## config.mk

```make
export PLATFORM = sky130hd
export DESIGN_NAME = spi_shifter
export DESIGN_NICKNAME = d
export VERILOG_FILES = /design/src/rtl/spi_shifter_pkg.sv /design/src/rtl/spi_shift_reg.sv /design/src/rtl/spi_shifter.sv
export SDC_FILE = /design/constraint.sdc
export NUM_CORES = 1
export LEC_CHECK = 0
export ABC_AREA = 1
export BUFFER_PORTS_ARGS = -buffer_cell sky130_fd_sc_hd__buf_2
export CAP_MARGIN = 25
export CORE_UTILIZATION = 55
export CTS_BUF_LIST = sky130_fd_sc_hd__clkbuf_2 sky130_fd_sc_hd__clkbuf_4 sky130_fd_sc_hd__clkbuf_8
export DETAILED_ROUTE_END_ITERATION = 16
export GPL_ROUTABILITY_DRIVEN = 0
export PLACE_DENSITY = 0.79
export SYNTH_ARGS = -nofsm -noshare
export SYNTH_HDL_FRONTEND = slang
export SYNTH_SLANG_ARGS = --single-unit
```

## constraint.sdc

```tcl
create_clock -name i_clk -period 3.6 [get_ports i_clk]
set_clock_uncertainty 0.1 [all_clocks]
set_input_delay 0 -clock i_clk [delete_from_list [all_inputs] [get_ports i_clk]]
set_output_delay 0 -clock i_clk [all_outputs]
set_load 0.03 [all_outputs]
```

## src/rtl/spi_shifter_pkg.sv

```systemverilog
// Shared constants and state encoding for the SPI byte shifter and future multi-byte controller.
package spi_shifter_pkg;

  localparam int SPI_WORD  = 8;
  localparam int BIT_CNT_W = 4;
  localparam int TMR_W     = 4;

  typedef enum logic [2:0] {
    IDLE  = 3'd0,
    SETUP = 3'd1,
    START = 3'd2,
    SHIFT = 3'd3,
    HOLD  = 3'd4,
    DONE  = 3'd5
  } state_t;

endpackage

```

## src/rtl/spi_shift_reg.sv

```systemverilog
// 8-bit shift register with parallel load and serial in/out; bit order set by MSB_FIRST.
// Latency: one cycle per load or shift; load wins over shift.
// Backpressure: none, operations are accepted every cycle.
module spi_shift_reg
  import spi_shifter_pkg::*;
#(
  parameter bit MSB_FIRST = 1'b1
) (
  input  logic                i_clk,
  input  logic                i_rst_n,
  input  logic                load,
  input  logic [SPI_WORD-1:0] load_dat,
  input  logic                shift,
  input  logic                ser_in,
  output logic                ser_out,
  output logic [SPI_WORD-1:0] par_dat
);

  logic [SPI_WORD-1:0] sr_q;

  always_ff @(posedge i_clk) begin
    if (!i_rst_n) begin
      sr_q <= '0;
    end else if (load) begin
      sr_q <= load_dat;
    end else if (shift) begin
      sr_q <= MSB_FIRST ? {sr_q[SPI_WORD-2:0], ser_in} : {ser_in, sr_q[SPI_WORD-1:1]};
    end
  end

  // The wire-side bit is whichever end leaves first.
  assign ser_out = MSB_FIRST ? sr_q[SPI_WORD-1] : sr_q[0];
  assign par_dat = sr_q;

endmodule

```

## src/rtl/spi_shifter.sv

```systemverilog
// SPI mode-0 byte transceiver driven by the SCLK divider's idle flag and edge strobes.
// Latency: CS_SETUP + 1 + divider transfer + CS_HOLD + 1 cycles from handshake to o_rx_valid.
// Backpressure: o_tx_ready only in IDLE; i_tx_valid is ignored and must be held otherwise.
module spi_shifter
  import spi_shifter_pkg::*;
#(
  parameter bit MSB_FIRST = 1'b1,
  parameter int CS_SETUP  = 2,
  parameter int CS_HOLD   = 2
) (
  input  logic       i_clk,
  input  logic       i_rst_n,
  input  logic [7:0] i_tx_data,
  input  logic       i_tx_valid,
  output logic       o_tx_ready,
  output logic [7:0] o_rx_data,
  output logic       o_rx_valid,
  output logic       o_busy,
  output logic       o_cs_n,
  output logic       o_mosi,
  input  logic       i_miso,
  output logic       o_div_start_n,
  input  logic       i_div_idle,
  input  logic       i_div_rising_edge,
  input  logic       i_div_falling_edge
);

  localparam logic [TMR_W-1:0]     SETUP_LAST = TMR_W'(CS_SETUP - 1);
  localparam logic [TMR_W-1:0]     HOLD_LAST  = TMR_W'(CS_HOLD - 1);
  localparam logic [BIT_CNT_W-1:0] CNT_FULL   = BIT_CNT_W'(SPI_WORD);

  state_t                state_q, state_d;
  logic [BIT_CNT_W-1:0]  bit_cnt_q, bit_cnt_d;
  logic [TMR_W-1:0]      tmr_q, tmr_d;
  logic [SPI_WORD-1:0]   rx_dat_q;

  logic                  tx_load, tx_shift, rx_shift, rx_capture;
  logic                  bits_done;
  logic                  tx_ser_out, rx_ser_out;
  logic [SPI_WORD-1:0]   tx_par_dat, rx_par_dat;
  logic                  unused_bits;

  assign bits_done = (bit_cnt_q == CNT_FULL);

  always_comb begin
    state_d    = state_q;
    bit_cnt_d  = bit_cnt_q;
    tmr_d      = tmr_q;
    tx_load    = 1'b0;
    tx_shift   = 1'b0;
    rx_shift   = 1'b0;
    rx_capture = 1'b0;
    case (state_q)
      IDLE: begin
        if (i_tx_valid && o_tx_ready) begin
          tx_load   = 1'b1;
          bit_cnt_d = '0;
          tmr_d     = '0;
          state_d   = SETUP;
        end
      end
      SETUP: begin
        // Once the setup time has elapsed, wait here while the divider is busy.
        if (tmr_q == SETUP_LAST) begin
          if (i_div_idle) begin
            state_d = START;
          end
        end else begin
          tmr_d = tmr_q + TMR_W'(1);
        end
      end
      START: begin
        state_d = SHIFT;
      end
      SHIFT: begin
        // Rising takes priority; a simultaneous falling strobe is dropped.
        if (!bits_done) begin
          if (i_div_rising_edge) begin
            rx_shift  = 1'b1;
            bit_cnt_d = bit_cnt_q + BIT_CNT_W'(1);
          end else if (i_div_falling_edge) begin
            tx_shift = 1'b1;
          end
        end else if (i_div_idle) begin
          tmr_d   = '0;
          state_d = HOLD;
        end
      end
      HOLD: begin
        if (tmr_q == HOLD_LAST) begin
          rx_capture = 1'b1;
          state_d    = DONE;
        end else begin
          tmr_d = tmr_q + TMR_W'(1);
        end
      end
      DONE: begin
        state_d = IDLE;
      end
      default: begin
        state_d = IDLE;
      end
    endcase
  end

  always_ff @(posedge i_clk) begin
    if (!i_rst_n) begin
      state_q   <= IDLE;
      bit_cnt_q <= '0;
      tmr_q     <= '0;
      rx_dat_q  <= '0;
    end else begin
      state_q   <= state_d;
      bit_cnt_q <= bit_cnt_d;
      tmr_q     <= tmr_d;
      if (rx_capture) begin
        rx_dat_q <= rx_par_dat;
      end
    end
  end

  // MOSI holds its last bit between bytes because the tx register only moves on load/shift.
  spi_shift_reg #(.MSB_FIRST(MSB_FIRST)) u_tx_sr (
    .i_clk    (i_clk),
    .i_rst_n  (i_rst_n),
    .load     (tx_load),
    .load_dat (i_tx_data),
    .shift    (tx_shift),
    .ser_in   (1'b0),
    .ser_out  (tx_ser_out),
    .par_dat  (tx_par_dat)
  );

  // Shifting toward the first-bit end leaves the received byte in natural bit order.
  spi_shift_reg #(.MSB_FIRST(MSB_FIRST)) u_rx_sr (
    .i_clk    (i_clk),
    .i_rst_n  (i_rst_n),
    .load     (tx_load),
    .load_dat ('0),
    .shift    (rx_shift),
    .ser_in   (i_miso),
    .ser_out  (rx_ser_out),
    .par_dat  (rx_par_dat)
  );

  assign unused_bits = ^{tx_par_dat, rx_ser_out};

  assign o_tx_ready    = i_rst_n && (state_q == IDLE);
  assign o_busy        = (state_q != IDLE);
  assign o_cs_n        = !((state_q == SETUP) || (state_q == START) ||
                           (state_q == SHIFT) || (state_q == HOLD));
  assign o_mosi        = tx_ser_out;
  assign o_div_start_n = (state_q != START);
  assign o_rx_valid    = (state_q == DONE);
  assign o_rx_data     = rx_dat_q;

  strobe_overlap_a: assert property (@(posedge i_clk) disable iff (!i_rst_n)
    (state_q == SHIFT) |-> !(i_div_rising_edge && i_div_falling_edge));

endmodule
```

# After elaboration in Yosys (flattened, before gate mapping)

Index checks and enable logic that the tools add are counted.

Reductions and logical operators: 16
Bitwise operators: 1
Mux-type cells: 28
Add/subtract/negate cells: 2
Eq/ne operators: 17

Operators by type and width:

| cell                                                             | count |
|---|---|
| 4-bit two-way mux                                                | 6 |
| 3-bit two-way mux                                                | 6 |
| 2-bit != test (second input constant)                            | 9 |
| 8-bit two-way mux                                                | 2 |
| 3-bit one-hot mux with 5 select lines                            | 1 |
| 4-bit one-hot mux with 3 select lines                            | 1 |
| 1-bit two-way mux                                                | 11 |
| 4-bit by 1-bit adder with 4-bit output (second input constant)   | 2 |
| 4-bit one-hot mux with 2 select lines                            | 1 |
| 3-bit by 2-bit == test with 1-bit output (second input constant) | 2 |
| 3-bit == test (second input constant)                            | 2 |
| 6-bit AND reduction                                              | 1 |
| 3-bit nonzero test                                               | 2 |
| 5-bit AND reduction                                              | 1 |
| 4-bit by 1-bit == test with 1-bit output (second input constant) | 1 |
| 4-bit == test (second input constant)                            | 1 |
| 4-bit AND reduction                                              | 1 |
| 2-bit nonzero test                                               | 2 |
| 2-bit OR reduction                                               | 2 |
| 3-bit by 1-bit == test with 1-bit output (second input constant) | 1 |
| 3-bit zero test                                                  | 1 |
| 1-bit logical OR                                                 | 3 |
| 3-bit by 2-bit != test with 1-bit output (second input constant) | 1 |
| 1-bit logical AND                                                | 2 |
| other kinds (2)                                                  | 2 |

Output and inout bits: 14
Bits of input ports: 15
Word-level logic and storage cells: 70
Flip-flop bits (word level): 35

# Longest topological paths before layout

Depth after elaboration: 6
Gate-level depth with buffers: 10
Gate-level depth less buffers: 10

# Hierarchy

From an unflattened synthesis, not the netlist that was laid out.

Cells, all modules: 293
Area, all modules: 1960.6 µm²

By module, submodules not included:

| module        | cells each | area an instance (µm²) | instances | seq. area each (µm²) |
|---|---|---|---|---|
| spi_shifter   | 165        | 1122.3                 | 1         | 380.4 |
| spi_shift_reg | 64         | 419.2                  | 2         | 160.2 |

# Least setup slack after synthesis

Ideal clock, no wire load.

Path kind: reg-to-reg
Start: register state_q[2]
End: register state_q[2]
Slack: 2.110 ns
Clock period less this slack: 1.490 ns
Cell stages (with the launch flop): 8
Arrival: 1.277 ns
Setup time: 0.113 ns
Buffers on the path: 0
Data required time: 3.387 ns
Cell sequence: dfxtp_1 inv_2 nand2_1 a21oi_1 nor2_2 nand3_1 nand2_1 nor2_1

Word-level cells in the longest chain between the ends: 5
Elaborated cells between the ends (all ways): 15
Classes of those cells: eq/ne (10); mux (1); reduce/logical (4)

Ends and longest elaborated chain:

| item                                 | line                                  | RTL |
|---|---|---|
| from (decl)                          | spi_shifter.sv:32                     | `state_t state_q, state_d;` |
| from (signal assigned)               | spi_shifter.sv:113                    | `state_q <= state_d;` |
| 3-bit zero test                      | spi_shifter.sv:53, spi_shifter.sv:148 |  |
| 1-bit logical AND                    | spi_shifter.sv:148                    | `assign o_tx_ready = i_rst_n && (state_q == IDLE);` |
| 1-bit logical AND                    | spi_shifter.sv:55                     | `if (i_tx_valid && o_tx_ready) begin` |
| 2-bit != test (no source line)       | -                                     |  |
| 6-bit AND reduction (no source line) | -                                     |  |

Several ways; a longest one is shown, not always the timed one.
A chain may end at the register's enable or synchronous reset.

# Final worst setup path

Start: register state_q[0]
End: register u_rx_sr.sr_q[0], in the netlist u_rx_sr.par_dat[0]

Word-level cells in the longest chain between the ends: 6
Elaborated cells between the ends (all ways): 8
Classes of those cells: eq/ne (1); mux (3); reduce/logical (4)

Ends and longest elaborated chain:

| item                                | line                                  | RTL |
|---|---|---|
| 3-bit zero test                     | spi_shifter.sv:53, spi_shifter.sv:148 |  |
| 1-bit logical AND                   | spi_shifter.sv:148                    |  |
| 1-bit logical AND                   | spi_shifter.sv:55                     |  |
| 1-bit two-way mux                   | spi_shifter.sv:55                     |  |
| 1-bit two-way mux                   | spi_shifter.sv:53                     | `case (state_q)` |
| 2-bit OR reduction (no source line) | -                                     |  |
| to (signal assigned)                | spi_shift_reg.sv:25                   | `sr_q <= load_dat;` |
| to (signal assigned)                | spi_shift_reg.sv:27                   | `sr_q <= MSB_FIRST ? {sr_q[SPI_WORD-2:0], ser_in} : {ser_in, sr_q[SPI_WORD-1:1]};` |
| to (decl)                           | spi_shift_reg.sv:19                   | `logic [SPI_WORD-1:0] sr_q;` |

Several ways; a longest one is shown, not always the timed one.

==> results.yml <==
outcome:
  outcome: "complete, but fails checks"
  violations: "design-rule violations"
flow_run:
  maxCapViolCount: 0
layout:
  n_antenna_cell: 0
  synthToLayoutAreaGrowth_pct: 19.61
  nNetsFinal: 308
  fill_cells: 272
  drive_gt1_frac: 0.1966
global_routing:
  overflow: 0
  grt_pass1_wl_um: 6203
  antenna_found_initial: 0
  grt_usage: 0.2401
  grt_start_max_net_pins: 22
  grt_pass1_vias: 1421
timing:
  tightest_slew_ns: 0.4266
  setup_ws_ns: 1.370
  setup_viol_count_final: 0
  rsz0062_at_grt: "no"
  post-route-min-period_ns: 2.230
  maxSlewViolCount: 0
  slew_headroom: 0.7149
  fin_tns_setup_ns: 0
  finalCritPeriodShare: 0.6196
  final_hold_viol_count: 0
  clock.fmax_mhz: 448.3
hold_path:
  hold_path_class: "in -> reg"
power_and_ir_drop:
  intPower_uw: 784.7
  peakVddDrop_v: 0.0003305
  switching_power_uw: 724.3
  pwr-share-seq: 0.343
  pwr-share-clk: 0.154
  total_leakage_power_nw: 0.9545
  pwr-share-comb: 0.503
  p_per_area_mw_per_mm2: 729.6
  switching_share: 0.4800
synth:
  synth_async_sr_flop_share: 0
  syn-instance-count: 248
  syn_area_mm2: 0.001729
  synth_nets: 267
  synth_top_area_cell: "dfxtp_1"
  synthTopCellsByArea: "dfxtp_1 (41%), nand2_1 (14%), a21oi_1 (8.1%)"
  synth-seq-area-share: 0.4052
  ys_ff_latch: 35
  synth_edf_count: 0
  synth.distinct_cells: 27
  syn_area_per_cell_um2: 6.972
  yosys_warnings: 0
  synthDominantCellAreaShare: 0.4052
  synthFlopType: "dfxtp_1"
route:
  wl_per_cell_um: 10.71
  drt_iter0_markers: 93
  routed_wl_um: 3555
  vias: 1633
  ant_nets: 0
  viasPerCell: 4.919
  drc_errors: 2
  firstDrtPassIters: 10
clock_tree:
  clock-sinks: 35
  cts_tree: "yes"
  clock_latency_ns: 0.34
  cts_resized: 0
  cts_setup_buffers: 0
  path_clk_slew_ns: 0.12
  cts_root_buf: "clkbuf_4"
  clockBufferDepth: 2
  hold_buffers: 12
  htreeDepth: 2
  cts_buffers: 5
floorplanning:
  rows: 19
  core_area_mm2: 0.002877
  fp.dieW_um: 58.07
  io_pins: 29
  die-area_mm2: 0.003372
  die_h_um: 58.07
  initial_core_util: 0.6011
worst_setup_path:
  slowest_stage: "dlygate4sd3_1"
  critPathArrivalTime_ns: 2.37
  critPathKind: "reg -> reg"
  worstPathMaxFanout: 14
  crit_path_end_kind: "flip-flop"
  startpoint_type: "flip-flop"
  critPathMaxStageDelay_ns: 0.56
  required_ns: 3.74
  crit_path_cell_trace: "nor2_2 -> nand4_2 -> nand2_1 -> inv_1 -> o21ai_0 -> a21oi_1 -> dlygate4sd3_1"
placement:
  post-place-ws_ns: 1.861
  io_buffers: 28
  dp.final_hpwl_um: 2312
==> cell usage after synthesis (all sizes together), types with 2 or more instances <==
library cell,n
dfxtp,35
nand4,3
o21bai,2
nor2,29
inv,29
a21oi,28
o21ai,17
buf,4
nand3,17
ha,4
nand2,73
clkbuf,2
==> power groups by stage <==
| stage | Clock (mW) | Sequential (mW) | Combinational, mW |
|---|---|---|---|
| 6_report | 0.233 | 0.518 | 0.759 |
| 5_1_grt | 0.257 | 0.527 | 0.858 |
| 4_1_cts | 0.237 | 0.516 | 0.758 |
| 3_5_place_dp | 0 | 0.523 | 0.741 |
| 3_3_place_gp | 0 | 0.523 | 0.733 |
| 2_1_floorplan | 0 | 0.523 | 0.590 |
==> per-layer routing <==
layer | global-route usage | share of wire | vias up | wire (um)
met5 | 0 | 0 | - | 0
met4 | 0.09864 | 0.012 | 0 | 41
met3 | 0.04688 | 0.048 | 4 | 172
met2 | 0.4105 | 0.47 | 40 | 1678
met1 | 0.2955 | 0.47 | 715 | 1663
li1 | - | - | 874 | -
==> flip-flops by register name, summed over array words and instances (netlist names) <==
name	flops
o_rx_data	8
u_rx_sr.par_dat	8
u_tx_sr.par_dat	8
bit_cnt_q	4
tmr_q	4
state_q	3
==> cell families after synthesis <==
kind of cell / share of synthesized area
and+or+nand+nor: 0.3198
DFF: 0.4052
xor gates and xnor gates: 0.005066
buffers and inverters: 0.08972
adders and majority gates: 0.02894
AOI/OAI and AO/OA: 0.1512
==> through the flow <==
stage	power, mW	utilization	std cells	hold WS (ns)	instance area [um^2]
after global routing	1.643	0.7190	332	0.1213	2068
final	1.509	0.7190	332	0.1068	2068
after CTS	1.511	0.7190	332	0.09286	2068
after global placement	1.256	0.6538	312	0.1564	1881
after detailed placement	1.265	0.6538	312	0.1650	1881
after floorplan	1.113	-	248	0.04776	1729
==> area by class of cell <==
class | instances | area, um^2 | area share
inverters | 30 | 113.9 | 0.05505
multi-input cells | 177 | 873.3 | 0.4223
flip-flops and latches | 35 | 700.7 | 0.3388
clock inverters | 2 | 16.27 | 0.007865
clock buffers | 6 | 51.30 | 0.02480
repair buffers | 40 | 260.3 | 0.1258
well taps | 42 | 52.55 | 0.02541
==> worst max-delay path, delay by kind of cell (launching register included) <==
| kind | cells | cell delay, ns |
|---|---|---|
| buffers and inverters | 2 | 0.68 |
| flip-flops | 1 | 0.39 |
| AND/OR/NAND/NOR | 3 | 0.82 |
| AO/OA/AOI/OAI | 2 | 0.14 |
==> worst paths after layout <==
check                           from            endpoint  slack [ns]  cells after the start
setup / recovery          state_q[0]  u_rx_sr.par_dat[0]        1.37                      7
hold / removal    i_div_falling_edge  u_tx_sr.par_dat[6]        0.11                      7
setup reg to reg          state_q[0]  u_rx_sr.par_dat[0]        1.37                      7
hold reg to reg   u_tx_sr.par_dat[7]  u_tx_sr.par_dat[7]        0.37                      2
==> cells in the final DEF, fill, tap and decap left out <==
| cell type | instances |
|---|---|
| a211oi_2 | 1 |
| a21oi_1 | 28 |
| a31o_2 | 1 |
| buf_2 | 28 |
| clkbuf_4 | 5 |
| clkbuf_8 | 1 |
| clkinv_2 | 1 |
| clkinv_4 | 1 |
| clkinvlp_4 | 1 |
| dfxtp_1 | 35 |
| dlygate4sd3_1 | 12 |
| ha_1 | 4 |
| inv_1 | 25 |
| inv_2 | 4 |
| nand2_1 | 66 |
| nand2_2 | 5 |
| nand2_4 | 2 |
| nand3_1 | 16 |
| nand3_2 | 1 |
| nand4_1 | 2 |
| nand4_2 | 1 |
| nor2_1 | 24 |
| nor2_2 | 3 |
| nor2_4 | 2 |
| nor3_1 | 1 |
| o21ai_0 | 15 |
| o21ai_1 | 2 |
| o21bai_1 | 2 |
| xor2_1 | 1 |
Note: power is estimated with default switching activity, not from simulation.
